File: src/rtl/ioctl_loader_tx.sv
// ----------------------------------------------------------------------------
// ioctl_loader_tx
//   Transmitter end of the ROM/BIOS download bus. Streams a byte image taken
//   from a valid/ready byte source onto the ioctl_* bus, framed by
//   ioctl_download, one ioctl_wr strobe per byte, honouring ioctl_wait.
//
//   Timeline of one transfer:
//     start cycle + SETUP_CYCLES  -> per byte: FETCH (>=1), WRITE (1), GAP
//     (WR_GAP) -> TAIL (TAIL_CYCLES) -> done pulse, ioctl_download low.
//
// Optional feature: define IOCTL_TX_CHECKSUM_EN to add csum[15:0], the 16-bit
//   modular sum of every byte written, cleared on start.
//
// Ports:
//   clk_sys, reset            clock, asynchronous active-high reset
//   start, index, length      transfer request, image index, byte count
//   abort                     end the current transfer early
//   s_data, s_valid, s_ready  byte source handshake
//   ioctl_download/index/addr/dout/wr, ioctl_wait   download bus
//   busy, done, aborted       status; aborted is valid with done
//   csum                      (IOCTL_TX_CHECKSUM_EN only) byte sum
// ----------------------------------------------------------------------------
module ioctl_loader_tx #(
  parameter int unsigned SETUP_CYCLES = 4,
  parameter int unsigned WR_GAP       = 3,
  parameter int unsigned TAIL_CYCLES  = 4
) (
  input  logic        clk_sys,
  input  logic        reset,
  input  logic        start,
  input  logic [7:0]  index,
  input  logic [24:0] length,
  input  logic        abort,
  input  logic [7:0]  s_data,
  input  logic        s_valid,
  output logic        s_ready,
  output logic        ioctl_download,
  output logic [7:0]  ioctl_index,
  output logic [24:0] ioctl_addr,
  output logic [7:0]  ioctl_dout,
  output logic        ioctl_wr,
  input  logic        ioctl_wait,
  output logic        busy,
  output logic        done,
`ifdef IOCTL_TX_CHECKSUM_EN
  output logic [15:0] csum,
`endif
  output logic        aborted
);

  typedef enum logic [2:0] {
    S_IDLE, S_SETUP, S_FETCH, S_WRITE, S_GAP, S_TAIL
  } state_e;

  // Terminal values of the shared cycle counter for each timed state.
  // SETUP counts 0..SETUP_CYCLES because the start cycle itself is not in it.
  localparam logic [7:0] SETUP_LAST = 8'(SETUP_CYCLES);
  localparam logic [7:0] GAP_LAST   = 8'(WR_GAP - 1);
  localparam logic [7:0] TAIL_LAST  = 8'(TAIL_CYCLES - 1);

  state_e      state_q;
  logic [7:0]  cnt_q;
  logic [24:0] len_q;
  logic        abort_q;
  logic [24:0] addr_d;
  logic        accept;

  // The byte counter and the address advance together, so ioctl_addr doubles
  // as the count of bytes already written.
  assign addr_d = ioctl_addr + 25'd1;

  // Combinational so that back-pressure and abort block acceptance in the
  // very cycle they are asserted.
  assign s_ready = (state_q == S_FETCH) && !ioctl_wait && !abort;
  assign accept  = s_valid && s_ready;
  assign busy    = (state_q != S_IDLE);

  // NOTE: sequential state uses non-blocking assignments only, so every
  // register samples the values from before this edge.
  always_ff @(posedge clk_sys or posedge reset) begin
    if (reset) begin
      state_q        <= S_IDLE;
      cnt_q          <= '0;
      len_q          <= '0;
      abort_q        <= 1'b0;
      ioctl_download <= 1'b0;
      ioctl_index    <= '0;
      ioctl_addr     <= '0;
      ioctl_dout     <= '0;
      ioctl_wr       <= 1'b0;
      done           <= 1'b0;
      aborted        <= 1'b0;
`ifdef IOCTL_TX_CHECKSUM_EN
      csum           <= '0;
`endif
    end else begin
      // Pulse outputs default low every cycle.
      ioctl_wr <= 1'b0;
      done     <= 1'b0;
      aborted  <= 1'b0;

      case (state_q)
        S_IDLE: begin
          // start beats a simultaneous abort, which is simply not looked at.
          if (start) begin
            state_q        <= S_SETUP;
            cnt_q          <= '0;
            len_q          <= length;
            abort_q        <= 1'b0;
            ioctl_download <= 1'b1;
            ioctl_index    <= index;
            ioctl_addr     <= '0;
`ifdef IOCTL_TX_CHECKSUM_EN
            csum           <= '0;
`endif
          end
        end

        S_SETUP: begin
          if (abort) begin
            abort_q <= 1'b1;
            state_q <= S_TAIL;
            cnt_q   <= '0;
          end else if (cnt_q == SETUP_LAST) begin
            state_q <= (len_q == '0) ? S_TAIL : S_FETCH;
            cnt_q   <= '0;
          end else begin
            cnt_q <= cnt_q + 8'd1;
          end
        end

        S_FETCH: begin
          if (abort) begin
            abort_q <= 1'b1;
            state_q <= S_TAIL;
            cnt_q   <= '0;
          end else if (accept) begin
            ioctl_dout <= s_data;
            ioctl_wr   <= 1'b1;
            state_q    <= S_WRITE;
          end
        end

        S_WRITE: begin
          // The strobe is already on the bus; this write always finishes.
          ioctl_addr <= addr_d;
`ifdef IOCTL_TX_CHECKSUM_EN
          csum       <= csum + {8'd0, ioctl_dout};
`endif
          cnt_q      <= '0;
          if (abort) begin
            abort_q <= 1'b1;
            state_q <= S_TAIL;
          end else if (WR_GAP == 0) begin
            state_q <= (addr_d < len_q) ? S_FETCH : S_TAIL;
          end else begin
            state_q <= S_GAP;
          end
        end

        S_GAP: begin
          if (abort) begin
            abort_q <= 1'b1;
            state_q <= S_TAIL;
            cnt_q   <= '0;
          end else if (cnt_q == GAP_LAST) begin
            state_q <= (ioctl_addr < len_q) ? S_FETCH : S_TAIL;
            cnt_q   <= '0;
          end else begin
            cnt_q <= cnt_q + 8'd1;
          end
        end

        S_TAIL: begin
          if (cnt_q == TAIL_LAST) begin
            state_q        <= S_IDLE;
            ioctl_download <= 1'b0;
            done           <= 1'b1;
            aborted        <= abort_q;
          end else begin
            cnt_q <= cnt_q + 8'd1;
          end
        end

        default: state_q <= S_IDLE;
      endcase
    end
  end

endmodule

File: config.mk
export PLATFORM = sky130hd
export DESIGN_NAME = ioctl_loader_tx
export DESIGN_NICKNAME = d
export VERILOG_FILES = /design/src/rtl/ioctl_loader_tx.sv
export SDC_FILE = /design/constraint.sdc
export NUM_CORES = 1
export LEC_CHECK = 0
export BUFFER_PORTS_ARGS = -buffer_cell sky130_fd_sc_hd__buf_2
export CAP_MARGIN = 20
export CORE_MARGIN = 4
export CORE_UTILIZATION = 30
export DETAILED_ROUTE_END_ITERATION = 8
export PLACE_DENSITY = 0.6
export SKIP_LAST_GASP = 1
export SLEW_MARGIN = 5
export SYNTH_ARGS = -nofsm -noshare
export SYNTH_HDL_FRONTEND = slang
export SYNTH_SLANG_ARGS = --single-unit
export TNS_END_PERCENT = 1
File: constraint.sdc
create_clock -name clk_sys -period 2.37 [get_ports clk_sys]
set_input_delay 0.237 -clock clk_sys [delete_from_list [all_inputs] [get_ports clk_sys]]
set_output_delay 0.237 -clock clk_sys [all_outputs]
set_load 0.02 [all_outputs]
# Word level (Yosys, flattened, before mapping)
# Index checks and enable logic that the tools add are counted.
totals:
  word_cells: 86
  out_inout_bits: 47
  in_bits: 47
  ff_bits: 82
op_classes:
  reduce_logical: 20
  n_bitwise: 1
  n_mux: 35
  add_sub_neg: 2
  n_eq_ne: 16
  order_cmp: 1
ops:
  columns: ["cell", "n"]
  rows:
  - ["two-way mux 8 bit", 7]
  - ["case mux 25 bit (2 select lines)", 1]
  - ["case mux 8 bit (6 select lines)", 1]
  - ["two-way mux 3 bit", 10]
  - ["adder 25 x 1 -> 25 bit (second input constant)", 1]
  - ["zero test 25 bit", 1]
  - ["less-than comparator 25 bit", 1]
  - ["two-way mux 25 bit", 1]
  - ["case mux 3 bit (6 select lines)", 1]
  - ["== test 8 x 2 -> 1 bit (second input constant)", 2]
  - ["two-way mux 1 bit", 12]
  - ["!= test 3 bit (second input constant)", 3]
  - ["AND reduction 3 bit", 3]
  - ["adder 8 x 1 -> 8 bit (second input constant)", 1]
  - ["== test 8 x 3 -> 1 bit (second input constant)", 1]
  - ["!= test 2 bit (second input constant)", 4]
  - ["== test 3 x 2 -> 1 bit (second input constant)", 2]
  - ["== test 3 bit (second input constant)", 2]
  - ["nonzero test 2 bit", 3]
  - ["nonzero test 6 bit", 1]
  - ["AND reduction 5 bit", 1]
  - ["case mux 1 bit (2 select lines)", 2]
  - ["AND reduction 2 bit", 2]
  - ["AND reduction 4 bit", 1]
  - ["other kinds (8)", 11]

# Logic depth before layout (Yosys ltp)
depth:
  word_depth: 7
  mapped_depth: 8
  mapped_depth_nobuf: 8

# Worst setup path after synthesis
# Ideal clock, no wire load.
synth_path:
  path_type: "reg-to-reg"
  from: "reg ioctl_addr[23]"
  to: "reg state_q[1]"
  period_less_slack_ns: 2.032
  t_arrival_ns: 1.905
  n_path_buf: 0
  stages_incl_launch_ff: 7
  required_time_ns: 2.243
  path_slack_ns: 0.338
  setup_time_ns: 0.127
  cell_sequence: "dfrtp_1 -> ha_1 -> and4_1 -> nand4_1 -> a2111oi_0 -> nor3_1 -> o2bb2a_1"
synth_via:
  elab_chain_cells: 5
synth_rtl:
  columns: ["item", "line_no", "rtl"]
  rows:
  - ["from (decl)", "39", "output logic [24:0] ioctl_addr,"]
  - ["from (signal assigned)", "146", "ioctl_addr <= addr_d;"]
  - ["less-than comparator 25 bit", "167", "state_q <= (ioctl_addr < len_q) ? S_FETCH : S_TAIL;"]
  - ["two-way mux 3 bit", "167", null]
  - ["two-way mux 3 bit", "166", "end else if (cnt_q == GAP_LAST) begin"]
  - ["two-way mux 3 bit", "162", "if (abort) begin"]
  - ["case mux 3 bit (6 select lines)", "102", "case (state_q)"]
  - ["to (signal assigned)", "125", "state_q <= (len_q == '0) ? S_TAIL : S_FETCH;"]
  - ["to (signal assigned)", "155", "state_q <= (addr_d < len_q) ? S_FETCH : S_TAIL;"]
  - ["to (signal assigned)", "167", null]
  - ["to (decl)", "61", "state_e state_q;"]
# No other way between the ends. The select of a mux whose other input is x is not followed.
# A chain may end at the register's enable or synchronous reset.

# Worst setup path in the final report
layout_path:
  from: "reg ioctl_addr[7]"
  to: "reg state_q[0]"
# The elaborated chain is that of the path after synthesis.

==> metrics.yaml <==
ys_types: 58
cts_made_buffers: 9
start_kind: "flop"
cts-root-buf: "clkbuf_16"
final_common_cell: "buf_2"
grt_max_degree: 51
end_kind: "flop"
design_area_um2: 5440
final_cell_mix: "buf_2 (93), dfrtp_1 (82), nand2_1 (55), mux2_2 (33), o21ai_0 (32)"
clock_sinks: 82
cts_tree: "done"
worst_slew_pin_slew_ns: 0.580
ys.flop_type: "dfrtp_1"
min_period_over_period: 0.928
num_antenna_cells: 0
fp.coreArea_um2: 14100
routed_wl_mm: 10.7
min_path_type: "input pin to flop"
grt_pass1_wl_mm: 17.8
portBuffers: 93
drive_gt1_frac: 0.318
fin_util: 0.386
vias: 3531
ant_nets: 0
setup_violations: 0
synth_seq_area_share: 0.469
clk_latency_ns: 0.34
io_pins: 94
report.final.hold_viol_count: 0
syn_avg_cell_area_um2: 10.2
p_leak_nw: 2.74
fmax_ghz: 0.455
htree_num_levels: 3
netlist_area_um2: 4380
viasPerCell: 4.88
slew-limit-headroom: 0.603
drtIter0Drc: 204
antenna_found_initial: 0
clockBufferDepth: 2
cp_data_required_time_ns: 2.58
dp.cells: 707
firstDrtPassIters: 5
ys_warn_count: 0
crit_arrival_ns: 2.41
overflow: 0
criticalPathCategory: "flop to flop"
syn_to_final_growth_pct: 24.2
final_max_slew_viol_count: 0
placed_area_um2: 5130
start_util: 0.311
die_w_um: 129
holdWs_ns: 0.0838
fin_nets: 614
drc: 0
dieHeight_um: 129
grt_pass1_vias: 3595
synthesis.nets: 506
outcome: "finished clean"
clkSlewWorstSetupHoldPaths_ns: 0.06
crit_path_max_fanout: 6
powerDensity_nw_per_um2: 986
wire_per_inst_um: 14.8
fp.dieArea_um2: 16600
finClkSkew_ns: 0.00469
dp_hpwl_mm: 8.29
synth_edf_count: 0
postSynthCellCount: 431
fp-row-count: 43
min_period_ns: 2.20
ys_seq_elements: 82
groute.usage.overall: 0.135
ys_async_sr_fraction: 1.00
max_cap_viol_count: 0
final_cells: 724
rsz0062_at_grt: "yes"
ir_worst_vdd_mv: 0.540
finalWeightedCongestion: 0.841
[stage by stage]
step | worst slack, ns | setup TNS, ns | power (mW)
6_report | 0.171 | 0 | 5.36
5_1_grt | -0.107 | -0.207 | 5.75
4_1_cts | 0.0771 | 0 | 5.43
3_5_place_dp | -0.00718 | -0.00718 | 4.03
3_3_place_gp | 0.197 | 0 | 3.96
2_1_floorplan | 0.0246 | 0 | 3.46
[worst max-delay path: stages, from the launching register on]
cell and delay (ns):
dfrtp_1 0.45, ha_1 0.36, a41oi_1 0.19, o21ai_0 0.12, a2111oi_0 0.55, a2111oi_2 0.10, nor2_1 0.18, o311ai_1 0.12
[sequential cells by signal (all words and copies together) (netlist names)]
signal / flops
ioctl_addr: 25
len_q: 25
cnt_q: 8
ioctl_dout: 8
ioctl_index: 8
state_q: 3
abort_q: 1
aborted: 1
done: 1
ioctl_download: 1
ioctl_wr: 1
[per-layer routing]
metal  vias to the layer above  wire (um)  global-route usage
met4                         0        276              0.0642
met5                         -          0                   0
li1                       1762          -                   -
met1                      1665       5050               0.177
met3                        21        549              0.0353
met2                        83       4830               0.208
[worst paths after layout]
check	slack, ns	startpoint	to	depth (start not counted)
worst max register to register	0.17	ioctl_addr[7]	state_q[0]	7
worst min-delay path	0.08	s_data[5]	ioctl_dout[5]	3
worst min register to register	0.48	ioctl_dout[6]	ioctl_dout[6]	2
worst max-delay path	0.17	ioctl_addr[7]	state_q[0]	7
min in group asynchronous	0.51	reset	ioctl_index[5]	3
max in group asynchronous	1.27	reset	ioctl_addr[9]	4
[synthesized netlist by cell type (all sizes together) (3+ instances only)]
cell	count	share of area
dfrtp	82	0.47
nand2	57	0.049
o21ai	34	0.040
mux2	33	0.085
inv	32	0.027
ha	28	0.080
nand3	20	0.023
a21oi	16	0.019
nor2	13	0.011
and3	11	0.016
nand4	11	0.016
mux2i	10	0.023
nor3	10	0.013
buf	7	0.014
nor4	7	0.013
and2	5	0.0071
nand2b	5	0.0071
clkbuf	4	0.0034
o31ai	4	0.0080
a211oi	3	0.0051
a31oi	3	0.0043
nand3b	3	0.0060
o211ai	3	0.0051
[power breakdown]
part / leakage [nW] / switching (mW) / internal, mW
Sequential: 1.06 / 0.379 / 1.79
Clock: 0.136 / 0.553 / 0.813
Combinational: 1.55 / 0.974 / 0.852
[logic make-up (layout without fill, tap and decap cells)]
family,Yosys count,count (layout),synth area share
xor+xnor,1,1,0.00200
compound gates,79,79,0.113
simple gates,154,154,0.183
buf+inv,44,157,0.0454
mux,43,43,0.108
flops,82,82,0.469
fa+ha+maj,28,28,0.0800
[what timing repair did]
item                       CTS  global route
setup buffers                0             0
resized for setup            1             2
setup endpoints to repair    1             7
hold buffers                 1             0
pin swaps                    0             0
hold endpoints to repair    32             0
[layout make-up]
class                      instances  area [um2]
fill                            1402        8660
multi-input combinational        305        2140
sequential                        82        2050
timing repair buffer             108         606
clock buffer                      11         233
tap                              180         225
inverter                          33         125
clock inverter                     5        55.1
(Power assumes the default switching activity.)
